`config.mk`:
```
export PLATFORM = sky130hd
export DESIGN_NAME = base64_pixel_writer
export DESIGN_NICKNAME = d
export VERILOG_FILES = /design/src/rtl/base64_pixel_writer.sv
export SDC_FILE = /design/constraint.sdc
export NUM_CORES = 1
export LEC_CHECK = 0
export ABC_AREA = 1
export CAP_MARGIN = 10
export CORE_MARGIN = 4
export CORE_UTILIZATION = 35
export CTS_CLUSTER_SIZE = 14
export DETAILED_ROUTE_END_ITERATION = 6
export GPL_ROUTABILITY_DRIVEN = 1
export PLACE_DENSITY_LB_ADDON = 0.2
export SYNTH_ARGS = -nofsm -noshare
export SYNTH_HDL_FRONTEND = slang
export SYNTH_SLANG_ARGS = --single-unit
```
`constraint.sdc`:
```
create_clock -name clk -period 2.2 [get_ports clk]
set_input_delay 0.44 -clock clk [delete_from_list [all_inputs] [get_ports clk]]
set_output_delay 0.44 -clock clk [all_outputs]
set_load 0.005 [all_outputs]
```
`src/rtl/base64_pixel_writer.sv`:
```
// base64_pixel_writer
//   Decodes a base64 character stream into bytes. Handles '=' padding and
//   skips whitespace. Each decoded byte is unpacked into BPP-bit pixels,
//   MSB first, and every pixel is written through a registered port into
//   the frame-buffer RAM.
// Ports:
//   clk, reset_n                 clock, asynchronous active-low reset
//   data_in/data_valid/data_ready  character stream handshake
//   image_start/image_end        frame delimiters (one-cycle pulses)
//   chunk_complete               transport chunk pulse (counted only)
//   wr_en/wr_addr/wr_data        pixel write port (registered)
//   writing_active, frame_valid, image_done, pixel_count, chunk_count
//   err_char, err_overflow, err_trunc   sticky error flags, cleared by image_start
module base64_pixel_writer #(
  parameter int BPP        = 2,
  parameter int ADDR_W     = 16,
  parameter int MAX_PIXELS = 32768
) (
  input  logic              clk,
  input  logic              reset_n,
  input  logic [7:0]        data_in,
  input  logic              data_valid,
  output logic              data_ready,
  input  logic              image_start,
  input  logic              image_end,
  input  logic              chunk_complete,
  output logic              wr_en,
  output logic [ADDR_W-1:0] wr_addr,
  output logic [BPP-1:0]    wr_data,
  output logic              writing_active,
  output logic              frame_valid,
  output logic              image_done,
  output logic [ADDR_W:0]   pixel_count,
  output logic [15:0]       chunk_count,
  output logic              err_char,
  output logic              err_overflow,
  output logic              err_trunc
);

  localparam int              PIX_PER_BYTE = 8 / BPP;
  localparam logic [ADDR_W:0] MAX_CNT      = (ADDR_W + 1)'(MAX_PIXELS);
  localparam logic [ADDR_W:0] CNT_ONE      = (ADDR_W + 1)'(1);

  typedef enum logic [1:0] {S_IDLE, S_COLLECT, S_EMIT, S_DONE} state_t;
  typedef enum logic [1:0] {C_SYM, C_PAD, C_WS, C_BAD} cls_t;

  state_t              state_q, state_d;
  logic [1:0]          grp_q, grp_d;
  logic                pad_exp_q, pad_exp_d;   // '=' seen at grp 2, a second '=' must follow
  logic [17:0]         acc_q, acc_d;           // first three sextets of the group
  logic [23:0]         shreg_q, shreg_d;       // decoded group, shifted out MSB first
  logic [4:0]          pix_left_q, pix_left_d; // pixels still to issue after the current one
  logic                end_pend_q, end_pend_d;
  logic                wr_en_q, wr_en_d;
  logic [ADDR_W-1:0]   wr_addr_q, wr_addr_d;
  logic [BPP-1:0]      wr_data_q, wr_data_d;
  logic [ADDR_W:0]     pixel_count_q, pixel_count_d;
  logic [15:0]         chunk_count_q, chunk_count_d;
  logic                err_char_q, err_char_d;
  logic                err_ovf_q, err_ovf_d;
  logic                err_trunc_q, err_trunc_d;
  logic                frame_valid_q, frame_valid_d;
  logic                active_q, active_d;

  cls_t                cls;
  logic [5:0]          sym_val;
  logic                grp_done;
  logic [5:0]          fin_sext;
  logic [1:0]          fin_pad;
  logic [23:0]         word;
  logic                issue;
  logic [BPP-1:0]      issue_pix;

  // Character classification.
  always_comb begin
    cls     = C_BAD;
    sym_val = 6'd0;
    if (data_in >= 8'h41 && data_in <= 8'h5A) begin
      cls     = C_SYM;
      sym_val = 6'(data_in - 8'h41);
    end else if (data_in >= 8'h61 && data_in <= 8'h7A) begin
      cls     = C_SYM;
      sym_val = 6'(data_in - 8'h47);
    end else if (data_in >= 8'h30 && data_in <= 8'h39) begin
      cls     = C_SYM;
      sym_val = 6'(data_in + 8'h04);
    end else if (data_in == 8'h2B) begin
      cls     = C_SYM;
      sym_val = 6'd62;
    end else if (data_in == 8'h2F) begin
      cls     = C_SYM;
      sym_val = 6'd63;
    end else if (data_in == 8'h3D) begin
      cls = C_PAD;
    end else if (data_in inside {8'h20, 8'h09, 8'h0D, 8'h0A}) begin
      cls = C_WS;
    end
  end

  always_comb begin
    // NOTE: every *_d and temporary takes a hold/default value first, so no
    // path through the case statements can leave one unassigned (no latches).
    state_d       = state_q;
    grp_d         = grp_q;
    pad_exp_d     = pad_exp_q;
    acc_d         = acc_q;
    shreg_d       = shreg_q;
    pix_left_d    = pix_left_q;
    end_pend_d    = end_pend_q;
    wr_en_d       = 1'b0;
    wr_addr_d     = wr_addr_q;
    wr_data_d     = wr_data_q;
    pixel_count_d = pixel_count_q;
    chunk_count_d = chunk_count_q;
    err_char_d    = err_char_q;
    err_ovf_d     = err_ovf_q;
    err_trunc_d   = err_trunc_q;
    frame_valid_d = frame_valid_q;
    active_d      = active_q;
    grp_done      = 1'b0;
    fin_sext      = 6'd0;
    fin_pad       = 2'd0;
    word          = 24'd0;
    issue         = 1'b0;
    issue_pix     = '0;

    if (image_start) begin
      // A new frame wins over everything else, including an in-flight EMIT.
      state_d       = S_COLLECT;
      grp_d         = 2'd0;
      pad_exp_d     = 1'b0;
      acc_d         = '0;
      pix_left_d    = '0;
      end_pend_d    = 1'b0;
      pixel_count_d = '0;
      chunk_count_d = '0;
      err_char_d    = 1'b0;
      err_ovf_d     = 1'b0;
      err_trunc_d   = 1'b0;
      frame_valid_d = 1'b0;
      active_d      = 1'b1;
    end else begin
      if (chunk_complete && (state_q == S_COLLECT || state_q == S_EMIT))
        chunk_count_d = chunk_count_q + 16'd1;

      unique case (state_q)
        S_IDLE: ;
        S_COLLECT: begin
          if (data_valid) begin
            unique case (cls)
              C_WS: ;
              C_SYM, C_BAD: begin
                if (cls == C_BAD) err_char_d = 1'b1;
                if (pad_exp_q) begin
                  // Lone '=' at grp 2: drop this character, close the group as '=='.
                  err_char_d = 1'b1;
                  grp_done   = 1'b1;
                  fin_pad    = 2'd2;
                end else if (cls == C_SYM) begin
                  if (grp_q == 2'd3) begin
                    grp_done = 1'b1;
                    fin_sext = sym_val;
                  end else begin
                    acc_d = {acc_q[11:0], sym_val};
                    grp_d = grp_q + 2'd1;
                  end
                end
              end
              C_PAD: begin
                if (pad_exp_q) begin
                  grp_done = 1'b1;
                  fin_pad  = 2'd2;
                end else if (grp_q == 2'd3) begin
                  grp_done = 1'b1;
                  fin_pad  = 2'd1;
                end else if (grp_q == 2'd2) begin
                  acc_d     = {acc_q[11:0], 6'd0};
                  grp_d     = 2'd3;
                  pad_exp_d = 1'b1;
                end else begin
                  err_char_d = 1'b1;
                end
              end
              default: ;
            endcase
          end

          if (grp_done) begin
            // The first pixel goes out on the same edge that completes the group.
            word       = {acc_q, fin_sext};
            grp_d      = 2'd0;
            pad_exp_d  = 1'b0;
            acc_d      = '0;
            issue      = 1'b1;
            issue_pix  = word[23 -: BPP];
            shreg_d    = word << BPP;
            pix_left_d = 5'(((3 - int'(fin_pad)) * PIX_PER_BYTE) - 1);
            end_pend_d = image_end;
            state_d    = S_EMIT;
          end else if (image_end) begin
            if (grp_d != 2'd0) err_trunc_d = 1'b1;
            state_d       = S_DONE;
            frame_valid_d = 1'b1;
            active_d      = 1'b0;
          end
        end
        S_EMIT: begin
          if (image_end) end_pend_d = 1'b1;
          if (pix_left_q != 5'd0) begin
            issue      = 1'b1;
            issue_pix  = shreg_q[23 -: BPP];
            shreg_d    = shreg_q << BPP;
            pix_left_d = pix_left_q - 5'd1;
          end else if (end_pend_q || image_end) begin
            end_pend_d    = 1'b0;
            state_d       = S_DONE;
            frame_valid_d = 1'b1;
            active_d      = 1'b0;
          end else begin
            state_d = S_COLLECT;
          end
        end
        S_DONE: state_d = S_IDLE;
        default: state_d = S_IDLE;
      endcase
    end

    // A full frame buffer still consumes the emission slot, but drops the write.
    if (issue) begin
      if (pixel_count_q == MAX_CNT) begin
        err_ovf_d = 1'b1;
      end else begin
        wr_en_d       = 1'b1;
        wr_addr_d     = pixel_count_q[ADDR_W-1:0];
        wr_data_d     = issue_pix;
        pixel_count_d = pixel_count_q + CNT_ONE;
      end
    end
  end

  // NOTE: state updates use non-blocking assignments so every flop samples
  // the pre-edge values, independent of statement order.
  always_ff @(posedge clk or negedge reset_n) begin
    if (!reset_n) begin
      state_q       <= S_IDLE;
      grp_q         <= 2'd0;
      pad_exp_q     <= 1'b0;
      acc_q         <= '0;
      shreg_q       <= '0;
      pix_left_q    <= '0;
      end_pend_q    <= 1'b0;
      wr_en_q       <= 1'b0;
      wr_addr_q     <= '0;
      wr_data_q     <= '0;
      pixel_count_q <= '0;
      chunk_count_q <= '0;
      err_char_q    <= 1'b0;
      err_ovf_q     <= 1'b0;
      err_trunc_q   <= 1'b0;
      frame_valid_q <= 1'b0;
      active_q      <= 1'b0;
    end else begin
      state_q       <= state_d;
      grp_q         <= grp_d;
      pad_exp_q     <= pad_exp_d;
      acc_q         <= acc_d;
      shreg_q       <= shreg_d;
      pix_left_q    <= pix_left_d;
      end_pend_q    <= end_pend_d;
      wr_en_q       <= wr_en_d;
      wr_addr_q     <= wr_addr_d;
      wr_data_q     <= wr_data_d;
      pixel_count_q <= pixel_count_d;
      chunk_count_q <= chunk_count_d;
      err_char_q    <= err_char_d;
      err_ovf_q     <= err_ovf_d;
      err_trunc_q   <= err_trunc_d;
      frame_valid_q <= frame_valid_d;
      active_q      <= active_d;
    end
  end

  assign data_ready     = (state_q == S_COLLECT);
  assign image_done     = (state_q == S_DONE);
  assign wr_en          = wr_en_q;
  assign wr_addr        = wr_addr_q;
  assign wr_data        = wr_data_q;
  assign writing_active = active_q;
  assign frame_valid    = frame_valid_q;
  assign pixel_count    = pixel_count_q;
  assign chunk_count    = chunk_count_q;
  assign err_char       = err_char_q;
  assign err_overflow   = err_ovf_q;
  assign err_trunc      = err_trunc_q;

endmodule
```
======== Word level (Yosys, flattened, before mapping) ========
Cells that the tools add are included.
W data, S select, Z words.
storage, ports and cells
  output and inout port bits .............. 59
  input bits .............................. 14
  flip-flop bits (word level) ............. 110
  word-level logic and storage cells ...... 229
cells by class
  add/sub/neg operators ................... 9
  magnitude comparators ................... 6
  muxes and demuxes ....................... 127
  reduce and logical (&&, ||, !) cells .... 33
  bitwise gates (word level) .............. 2
  eq/ne operators ......................... 35
operators with widths
  cell                     count
  $mux W18                 10
  $mux W2                  31
  $mux W6                  10
  $mux W1                  53
  $mux W17                 3
  $mux W24                 2
  $pmux W24 S2             1
  $pmux W18 S2             1
  $eq A8 B6 Y1 const B     4
  $mux W16                 2
  $ne A4 B4 Y1 const B     7
  $eq A8 B4 Y1 const B     3
  $add A17 B1 Y17 const B  1
  $eq A17 B16 Y1 const B   1
  $add A16 B1 Y16 const B  1
  $ge A8 B7 Y1 const B     2
  $le A8 B7 Y1 const B     2
  $mux W5                  3
  $ne A3 B3 Y1 const B     5
  $reduce_bool A2 Y1       7
  $pmux W1 S2              6
  $pmux W2 S2              3
  $reduce_bool A3 Y1       4
  $reduce_bool A4 Y1       3
  other kinds (30)         47

======== Longest topological paths before layout ========
  word-level depth ........................ 22
  depth in mapped cells ................... 25
  depth with buffers taken out ............ 24

======== Worst setup path before layout ========
Ideal clock, no wire load.
  kind .................................... input-to-reg
  start ................................... input data_in[2]
  end ..................................... register wr_addr_q[14], in the netlist wr_addr[14]
  slack ................................... -0.662 ns
  setup time .............................. 0.120 ns
  required time ........................... 2.080 ns
  arrival ................................. 2.742 ns
  stages on the path ...................... 21
  path buffers ............................ 1
  path through ............................ inv_1 -> ha_1 -> nand2_1 -> a21oi_1 -> o21ai_1 -> nand2_1 -> nand2_2 -> nor2_2 -> nand3_2 -> ha_1 -> inv_2 -> nand2_2 -> inv_2 -> nand3_2 -> nand2_2 -> nand2_4 -> a21boi_4 -> nand2_4 -> buf_6 -> nand2_1 -> o21ai_2
between the ends
  word-level cells in the longest chain between the ends .. 20
  elaborated cells between the ends (all ways) .. 38
  classes of those cells .................. 6 x order compare; 9 x eq/ne; 16 x mux; 7 x reduce/logical
ends and longest elaborated chain
  what                                          RTL line  text
  from (decl)                                   21        input logic [7:0] data_in,
  $eq A8 B6 Y1 or $eq A8 B4 Y1 (tied branches)  95        end else if (data_in inside {8'h20, 8'h09, 8'h0D, 8'h0A}) begin
  $reduce_bool A4 Y1                            95
  $mux W1                                       95
  $mux W2                                       93        end else if (data_in == 8'h3D) begin
  $mux W2                                       90        end else if (data_in == 8'h2F) begin
  $mux W2                                       87        end else if (data_in == 8'h2B) begin
  $mux W2                                       84        end else if (data_in >= 8'h30 && data_in <= 8'h39) begin
  $mux W2                                       81        end else if (data_in >= 8'h61 && data_in <= 8'h7A) begin
  [... 4 more ...]                              --
  $pmux W1 S2 *                                 150       unique case (cls)
  $mux W1 *                                     149       if (data_valid) begin
  $mux W1 *                                     146       unique case (state_q)
  $mux W1 *                                     127       if (image_start) begin
  $mux W1 *                                     188       if (grp_done) begin
  $pmux W1 S2 *                                 146
  $mux W1 *                                     127
  $reduce_and A2 Y1 (no source line) *          --
  to (signal assigned)                          271       wr_addr_q <= wr_addr_d;
  to (decl)                                     55        logic [ADDR_W-1:0] wr_addr_q, wr_addr_d;
Every way passes the cells marked *; elsewhere a longest branch is shown, timed or not. The select of a mux whose other input is x is not followed.
A chain may end at the register's enable or synchronous reset.

======== Worst setup path in the final report ========
  start ................................... input data_in[2]
  end ..................................... register pixel_count_q[16], in the netlist pixel_count[16]
between the ends
  word-level cells in the longest chain between the ends .. 20
  elaborated cells between the ends (all ways) .. 38
  classes of those cells .................. 6 x order compare; 9 x eq/ne; 17 x mux; 6 x reduce/logical
ends and longest elaborated chain
  what                                          RTL line  text
  $eq A8 B6 Y1 or $eq A8 B4 Y1 (tied branches)  95
  $reduce_bool A4 Y1                            95
  $mux W1                                       95
  $mux W2                                       93
  $mux W2                                       90
  $mux W2                                       87
  $mux W2                                       84
  $mux W2                                       81
  [... 5 more ...]                              --
  $mux W1 *                                     149
  $mux W1 *                                     146
  $mux W1 *                                     127
  $mux W1 *                                     188
  $pmux W1 S2 *                                 146
  $mux W1 *                                     127
  $mux W17 *                                    229       if (issue) begin
  net pixel_count_d[16]                         57        logic [ADDR_W:0] pixel_count_q, pixel_count_d;
  to (signal assigned)                          273       pixel_count_q <= pixel_count_d;
  to (decl)                                     57
The timed path passes the listed nets; every way through them passes the cells marked *. The select of a mux whose other input is x is not followed.

==> metrics.md <==
| Metric | Value |
|---|---|
| Critical Path, Cell by Cell | `buf_8, clkinvlp_4, ha_4, nand2_2, nand2_2, nand2_2, nand3_2, nand2_2, nand2_2, nor2_4, nand3_4, ha_4, inv_4, nand2_4, inv_6, nand3_4, nand2_4, nand2_4, a21boi_4, buf_4, buf_6, buf_6, o21ai_0, nand2_1` |
| Overall power | `7.53 mW` |
| Via count | `~6300` |
| Port buffer count | `72` |
| Via density per instance | `between 4 and 5` |
| Mapped Avg Cell Area | `a little under 8 µm²` |
| Yosys top cell by area | `dfrtp_1` |
| Mux contribution to synthesized area | `0` |
| Seq/Total Area, Yosys | `0.415` |
| Row count | `a little under 50` |
| Main combinational cell family by area after synthesis | `simple AND/OR/NAND/NOR gates` |
| RSZ-0062 raised after global routing | `yes` |
| Simple-gate share of the synthesized area | `0.318` |
| FF+latch count, synth | `about 110` |
| Die area | `approximately 0.021 mm²` |
| IO Pins | `73` |
| Largest net degree at the start of global routing | `41` |
| Vias in the first global route | `between 6000 and 7000` |
| Max-slew violation count | `0` |
| Crit Path Max Fanout | `6` |
| Final setup viols | `92` |
| Initial core utilization | `0.359` |
| Core footprint | `0.0181 mm²` |
| CP Capture Type | `register` |
| Clk root buf | `clkbuf_16` |
| Slew Limit Headroom | `0.618` |
| Setup Skew | `about 13 ps` |
| Final ANT Viol Nets | `0` |
| Compound-Gate Fraction of Synth Area | `0.128` |
| Drt total wl | `roughly 19000 µm` |
| Synth Area in XOR/XNOR | `0.0255` |
| Clock transition at path regs | `80 ps` |
| Grt met3 use | `0.0274` |
| Slack of the critical path | `-426 ps` |
| Sink Count | `108` |
| Syn Nets | `880` |
| Largest cells by area after synthesis | `dfrtp_1 41%, nand2_1 14%, nand3_1 5.5%` |
| Gr usage total | `0.182` |
| CP Launch Type | `input pin` |
| Final core utilization | `0.542` |
| Synth cell types | `40` |
| Drt first pass iters | `5` |
| Outcome | `finished, violations left` |
| CP peak stage delay | `210 ps` |
| Die Height | `144 µm` |
| Fin crit period | `2630 ps` |
| Slowest cell on crit path | `ha_4` |
| Busiest grt layer | `met2` |
| Leakage | `roughly 4.4 nW` |
| Initial antenna violation count | `0` |
| Mapped Area | `between 0.006 and 0.007 mm²` |
| Drt drc | `0` |
| Top delay family on crit path | `simple AND/OR/NAND/NOR gates` |
| CTS tree | `done` |
| GR Overflow Total | `0` |
| Critical path's most frequent cell | `nand2_2` |
| Met1 GRT Util | `0.241` |
| Hold Crit Class | `in2async` |
| Fraction of layout cells with a size suffix above 1 | `0.354` |
| Gpl congestion | `about 0.88` |
| Worst-case vdd ir drop | `~0.44 mV` |
| Worst hold margin | `67.8 ps` |
| Post-Syn Instances | `845` |
| WP data required | `2500 ps` |
| First-pass GRT wire length | `between 30000 and 40000 µm` |
| Met2 Track Usage GR | `0.314` |
| YS warnings | `0` |
| Critical path class | `in2reg` |
| Layout area overhead | `50.9%` |
| Depth of the CTS H-tree | `3` |
| Clk_lat worst skew | `between 300 and 400 ps` |
| Critical path buffers and inverters | `7` |
| Max-cap viol count | `0` |
| Initial drt markers | `375` |
| Worst Path Arrival | `a little under 3000 ps` |
| Power density cells | `between 700 and 800 mW/mm²` |
| Max Fclk | `between 300 and 400 MHz` |
| Worst-Margin Slew | `roughly 570 ps` |
| Nets@finish | `1067` |
| Hold Vio Cnt, Final | `0` |
| Failing checks | `setup timing` |
| HPWL Detailed | `approximately 12000 µm` |
| Die width | `about 140 µm` |
| Synth Area in Adders | `0.0403` |
| # diodes | `0` |
| Clk buf depth | `2` |
| Final cycle utilization of the critical path | `1.19` |
| Share of the synthesized area in the top cell type | `0.415` |
| CTS buffer count | `9` |
| DR WL/cell | `about 15 µm` |
kinds of logic (layout without fill, tap and decap cells):
family,Yosys count,count (layout)
AO/OA/AOI/OAI,126,126
XOR/XNOR,19,19
buffers and inverters,107,298
adder cells (fa/ha/maj),21,21
AND/OR/NAND/NOR,464,465
flip-flops,108,108
power by group:
| part | total [mW] | switching, mW | leakage, nW | internal, mW |
|---|---|---|---|---|
| Combinational | 3.38 | 1.81 | 2.75 | 1.57 |
| Clock | 1.65 | 0.801 | 0.140 | 0.846 |
| Sequential | 2.50 | 0.233 | 1.48 | 2.27 |
cell usage in the layout (no fill, tap or decap), types with 9 or more instances in the layout:
cell type / instances
nand2_1: 173
dfrtp_1: 108
buf_4: 83
nor2_1: 66
clkdlybuf4s50_1: 63
inv_1: 60
nand3_1: 55
nand2_2: 44
buf_6: 33
nand2_4: 32
o21ai_2: 27
a21oi_1: 23
o21ai_0: 23
nor3_1: 19
xor2_1: 19
o21ai_1: 19
nand4_1: 18
nand3_2: 16
nor2_2: 13
buf_12: 12
inv_2: 11
o31ai_4: 11
ha_4: 10
ha_1: 10
clkbuf_16: 10
nor2_4: 9
worst paths after layout:
path                                 start         endpoint  slack [ps]  cells past startpoint
worst max-delay path            data_in[2]  pixel_count[16]        -430                     24
worst min-delay path               reset_n  chunk_count[14]          70                      1
worst max register to register  state_q[0]   writing_active          80                     10
worst min register to register  shreg_q[3]       shreg_q[3]         480                      2
max in group asynchronous          reset_n   chunk_count[4]        1540                      2
min in group clk                shreg_q[3]       shreg_q[3]         480                      2
sequential cells by signal, summed over array words and instances, names as in the netlist:
signal and cells:
wr_en 1, wr_data 2, err_char 1, err_trunc 1
writing_active 1, pixel_count 17, grp_q 2, acc_q 18
wr_addr 16, pix_left_q 5, frame_valid 1, pad_exp_q 1
state_q 2, chunk_count 16, err_overflow 1, shreg_q 22
end_pend_q 1
per-stage QoR:
stage	instance area [µm²]	setup slack, ps	TNS [ps]	instances
after floorplan	6650	-558	-39820	845
after global placement	8160	-1210	-105180	1202
after detailed placement	8160	-1280	-110120	1202
after CTS	9380	-376	-26180	1257
after global routing	9840	-548	-43250	1266
final	9840	-426	-31350	1266
cell type report:
class,count,area (µm²)
sequential,108,2700
multi-input combinational,631,4210
inverter,81,337
tap,229,287
fill,1668,8310
clock buffer,11,253
clock inverter,5,43.8
timing repair buffer,201,2000
routing by layer:
metal  wire length [µm]  vias to the layer above
met5                  0                        -
met4                227                        0
li1                   -                     3142
met2               9380                      111
met1               8440                     3020
met3                655                       24
worst register-to-register path: cells and delay by family (launching register included):
family | cells | cell delay, ps
AND/OR/NAND/NOR | 3 | 290
adder cells (fa/ha/maj) | 1 | 360
AO/OA/AOI/OAI | 3 | 360
flip-flops | 1 | 430
buffers and inverters | 3 | 560
repair_timing:
item	4_1_cts	5_1_grt
cloned	11	1
buffers inserted	29	15
pin swaps	34	50
hold buffers	0	0
endpoints found under the setup margin	93	92
gates resized for setup	148	132
synth_stat cells, drive strengths merged:
library cell  count
buf              22
clkbuf            4
o211ai            1
o31ai            15
a21oi            31
xor2             19
o22ai             2
nand4            18
ha               21
o2111ai           1
nor3             23
o21ai            72
a21boi            1
or2               2
nand2           251
nand3            76
a31oi             1
inv              80
nor2             88
clkinv            1
nor3b             3
o21bai            2
dfrtp           108
nand3b            3
Note: power is estimated with default switching activity, not from simulation.
